==> config.mk <==
export PLATFORM = sky130hd
export DESIGN_NAME = ula_sequencial
export DESIGN_NICKNAME = d
export VERILOG_FILES = /design/src/rtl/ula_sequencial.sv
export SDC_FILE = /design/constraint.sdc
export NUM_CORES = 1
export LEC_CHECK = 0
export CORE_MARGIN = 4
export CORE_UTILIZATION = 41
export DETAILED_ROUTE_END_ITERATION = 6
export HOLD_SLACK_MARGIN = 0.03
export RECOVER_POWER = 100
export SLEW_MARGIN = 20
export SYNTH_ARGS = -nofsm -noshare
export SYNTH_HDL_FRONTEND = slang
export SYNTH_SLANG_ARGS = --single-unit
==> constraint.sdc <==
create_clock -name clk -period 6.1 [get_ports clk]
set_clock_uncertainty 0.1 [all_clocks]
set_input_delay 1.83 -clock clk [delete_from_list [all_inputs] [get_ports clk]]
set_output_delay 1.83 -clock clk [all_outputs]
set_load 0.02 [all_outputs]
==> src/rtl/ula_sequencial.sv <==
// Multi-cycle ALU feeding the stack's ULA write port. Simple ops finish in one
// cycle; MUL (shift-add) and DIV (restoring) each take WIDTH sequential steps.
module ula_sequencial #(
  parameter int WIDTH = 16
) (
  input  logic               clk,
  input  logic               rst,
  input  logic               start,
  input  logic [2:0]         op,
  input  logic [WIDTH-1:0]   op_a,
  input  logic [WIDTH-1:0]   op_b,
  output logic [2*WIDTH-1:0] result,
  output logic               busy,
  output logic               done,
  output logic               div0
);

  localparam int CW = (WIDTH > 1) ? $clog2(WIDTH) : 1;
  localparam logic [CW-1:0] LAST = CW'(WIDTH - 1);

  localparam logic [2:0] OP_ADD = 3'b000;
  localparam logic [2:0] OP_SUB = 3'b001;
  localparam logic [2:0] OP_AND = 3'b010;
  localparam logic [2:0] OP_OR  = 3'b011;
  localparam logic [2:0] OP_XOR = 3'b100;
  localparam logic [2:0] OP_NOT = 3'b101;
  localparam logic [2:0] OP_MUL = 3'b110;

  typedef enum logic [1:0] {IDLE, CALC, DONE} state_t;

  state_t             state, state_nxt;
  logic [2:0]         op_r;
  logic [WIDTH-1:0]   a_r, b_r;
  logic [CW-1:0]      cnt;
  logic [2*WIDTH-1:0] acc, acc_nxt, simple_res;
  logic               is_seq;

  logic [WIDTH:0]     mul_sum, rem_sh, rem_diff;
  logic               fits;

  assign is_seq = op[2] & op[1];

  always_comb begin
    simple_res = '0;
    case (op)
      OP_ADD:  simple_res = (2*WIDTH)'({1'b0, op_a} + {1'b0, op_b});
      OP_SUB:  simple_res = {{WIDTH{op_a < op_b}}, op_a - op_b};
      OP_AND:  simple_res = (2*WIDTH)'(op_a & op_b);
      OP_OR:   simple_res = (2*WIDTH)'(op_a | op_b);
      OP_XOR:  simple_res = (2*WIDTH)'(op_a ^ op_b);
      OP_NOT:  simple_res = (2*WIDTH)'(~op_a);
      default: simple_res = '0;
    endcase
  end

  // MUL: acc = {partial, multiplier}; DIV: acc = {remainder, dividend/quotient}
  always_comb begin
    mul_sum  = {1'b0, acc[2*WIDTH-1:WIDTH]} + (acc[0] ? {1'b0, a_r} : '0);
    rem_sh   = {acc[2*WIDTH-1:WIDTH], acc[WIDTH-1]};
    fits     = rem_sh >= {1'b0, b_r};
    rem_diff = rem_sh - {1'b0, b_r};
    if (op_r == OP_MUL)
      acc_nxt = {mul_sum, acc[WIDTH-1:1]};
    else
      acc_nxt = {fits ? rem_diff[WIDTH-1:0] : rem_sh[WIDTH-1:0], acc[WIDTH-2:0], fits};
  end

  always_comb begin
    state_nxt = state;
    case (state)
      IDLE:    if (start) state_nxt = is_seq ? CALC : DONE;
      CALC:    if (cnt == LAST) state_nxt = DONE;
      DONE:    state_nxt = IDLE;
      default: state_nxt = IDLE;
    endcase
  end

  always_ff @(posedge clk) begin
    if (!rst) begin
      state  <= IDLE;
      op_r   <= '0;
      a_r    <= '0;
      b_r    <= '0;
      cnt    <= '0;
      acc    <= '0;
      result <= '0;
      busy   <= 1'b0;
      done   <= 1'b0;
      div0   <= 1'b0;
    end else begin
      state <= state_nxt;
      case (state)
        IDLE: if (start) begin
          op_r <= op;
          a_r  <= op_a;
          b_r  <= op_b;
          cnt  <= '0;
          div0 <= 1'b0;
          busy <= 1'b1;
          if (is_seq) begin
            acc <= (op == OP_MUL) ? {{WIDTH{1'b0}}, op_b} : {{WIDTH{1'b0}}, op_a};
          end else begin
            result <= simple_res;
            done   <= 1'b1;
          end
        end
        CALC: begin
          acc <= acc_nxt;
          cnt <= cnt + 1'b1;
          if (cnt == LAST) begin
            done <= 1'b1;
            if (op_r != OP_MUL && b_r == '0) begin
              result <= {a_r, {WIDTH{1'b1}}};
              div0   <= 1'b1;
            end else begin
              result <= acc_nxt;
            end
          end
        end
        DONE: begin
          done <= 1'b0;
          busy <= 1'b0;
        end
        default: ;
      endcase
    end
  end

endmodule

==> metrics.txt <==
status=finished with violations; failing checks=capacitance limit, slew limit; Num Clock Sinks=approximately 110; HP Start=done$_SDFFE_PN0P_; Synth Area per Inst=~7.4 µm²; Layout Nets=around 1400; drt initial violations=~670; Crit-path slowest cell=clkbuf_1; CP max stage delay=between 1000 and 1500 ps; largest net degree at the start of global routing=44; pins over their slew limit=~160; Mapped Cells=about 1300; Worst R2R End=result[31]$_SDFFE_PN0P_; R2R setup slack=between 2000 and 2500 ps; Synth Flop Type=dfxtp_1; Inserted Diodes=0; min Tclk post-route=5180 ps; Arr. time, crit path=~5300 ps; critical-path maximum fanout=38; fill count=about 2400; Overall Global Routing Usage=between 20% and 30%; routed len/inst=between 15 and 20 µm; share of layout cells above drive strength 1=4.81%; warnings from Yosys=0; CTS H-tree lvls=3; cell area after placement=~10000 µm²; Initial Utilization=between 40% and 50%; # Post-CTS Setup Buffers=0; maximum vdd drop=about 0.00013 V; Die X=roughly 160 µm; Max transition margin=-38.5%; Post-synth EDFFs=0; #FFs+latches synth=between 100 and 150; Post-synth ARST share=0%; hold_buf cts=0; CTS Buffer Depth=2; worst skew pair latency=about 370 ps; area added between synthesis and finish=11.7%; register area share after synthesis=a little under a quarter; GPL Wtd Cong=between 0.9 and 1; critical path depth=9; clk slew on worst S/H paths=~80 ps; RSZ-0062 raised after global routing=no; worst hold endpoint=done$_SDFFE_PN0P_; final antenna-violating net count=0; hold depth=2; Peak Freq=between 150 and 200 MHz; first-pass GRT wire length=between 40 and 50 mm; FF-to-FF Start=acc[0]$_SDFFE_PN0P_; Synth cell types=82; worst-margin pin slew=about 2100 ps; leakage power=4.37 nW; DIE HEIGHT=between 150 and 200 µm; Post-Syn Area=9500 µm²; Vias per Instance=~5.9; crit end category=flop; Top Ports=73; CP Class=in -> reg; routed vias=9367; final worst-path cycle share=between 80 and 90%; Worst path top cell family by delay=buffers and inverters; vias in the first global route=about 9000; final core occ=about 47%; cts repair resizes=0; initial antenna violation count=0; Core Footprint=approximately 23000 µm²; finished layout cell area=approximately 11000 µm²; CTS tree=yes; worst path required time=between 6000 and 7000 ps; Num CTS Buffers=9; Startpoint Class=input port; crit-path cells=dlygate4sd3_1 > nand2_1 > clkbuf_2 > nor2_1 > nor2_2 > clkbuf_1 > a311oi_1 > a21oi_1 > nor2b_1; drt pass-1 iters=5; die area=around 26000 µm²; power density over the cells=205 nW/µm²; max_cap viols=4; GRT Residual Overflow=0; Total Wirelength=approximately 31 mm; Min-Delay Path Class=reg -> reg; worst reg2reg path depth=12; clock root buffer=clkbuf_16; Fin. Hold Viols=0; endpoints failing setup=0; Post-DP HPWL=22.9 mm; PortBufs=72; Rows=55; Post-Syn Nets=roughly 1400; CP Buf/Inv Count=3; drt drc=0; final setup TNS=0 ps
==> report_power, final <==
group / internal (mW) / switching, mW
clock: 0.286 / 0.322
combinational: 0.301 / 0.469
sequential: 0.753 / 0.0399
total: 1.34 / 0.831
==> logic make-up (layout without fill, tap and decap cells) <==
| family | Yosys count | in the layout | synth area share, % |
|---|---|---|---|
| AOI/OAI and AO/OA | 429 | 429 | 31.0 |
| xor gates and xnor gates | 35 | 35 | 3.23 |
| adders and majority gates | 91 | 91 | 12.3 |
| buffers and inverters | 167 | 199 | 6.89 |
| DFF | 108 | 108 | 22.8 |
| muxes | 26 | 26 | 2.95 |
| and+or+nand+nor | 422 | 422 | 20.9 |
==> metrics by stage <==
step	cells	power, mW	hold slack (ps)	worst slack, ps
final	1595	2.17	368	925
after global routing	1595	2.29	397	600
after CTS	1595	2.19	376	1240
after detailed placement	1579	1.59	360	849
after global placement	1579	1.59	351	886
after floorplan	1278	1.34	344	1770
==> registers in the layout, summed over array words and instances, names as in the netlist <==
| signal | flops |
|---|---|
| acc | 32 |
| result | 32 |
| a_r | 16 |
| b_r | 16 |
| cnt | 4 |
| op_r | 3 |
| state | 2 |
| busy | 1 |
| div0 | 1 |
| done | 1 |
==> layout by cell type, fill, tap and decap left out, types with 30 or more instances in the layout <==
cell type        synthesis  layout
dlygate4sd3_1            0      41
nand3_1                 31      31
o21ai_0                 93      94
inv_1                   90      90
ha_1                    87      87
a21boi_0                57      59
dfxtp_1                108     108
nand2_1                184     184
clkdlybuf4s50_1          0      30
a21oi_1                 86      86
nor2_1                  78      76
==> metal layers <==
metal / GRT usage, % / wire length (µm) / vias to the layer above
met5: 0 / 0 / -
met4: 8.21 / 788 / 0
met3: 3.02 / 1950 / 61
met2: 39.0 / 14400 / 302
met1: 32.9 / 14200 / 4404
li1: - / - / 4600
==> synthesized netlist by cell type (all sizes together), types with 22 or more instances <==
cell type    n  area (µm²)
dfxtp      108        2160
clkbuf      55         206
nand2      185         702
nand3       31         155
a21oi       87         447
inv         91         342
nor3        25         146
xnor2       22         193
nor2        81         325
o21ai      102         510
ha          87        1090
a21boi      60         462
==> worst min-delay path, cell delays in order (launching register included) <==
cell,delay [ps]
dfxtp_1,330
nor2_1,40
nor2_1,70
==> worst max path at each step <==
stage	start	end	slack [ps]
floorplan	op_a[0]	result[22]$_SDFFE_PN0P_	1770
global placement	op_a[0]	result[18]$_SDFFE_PN0P_	890
detailed placement	op_a[0]	result[18]$_SDFFE_PN0P_	850
CTS	op_a[0]	result[18]$_SDFFE_PN0P_	1240
global route	start	acc[2]$_SDFFE_PN0P_	600
finish	start	acc[2]$_SDFFE_PN0P_	920
==> cell type report <==
type	instances	area [µm²]	share of cell area [%]
well taps	285	357	3.36
repair buffers	92	843	7.95
inverters	91	342	3.22
flip-flops and latches	108	2160	20.4
clock buffers	9	225	2.12
multi-input cells	1003	6620	62.4
clock inverters	7	60.1	0.566
Note: power is estimated with default switching activity, not from simulation.
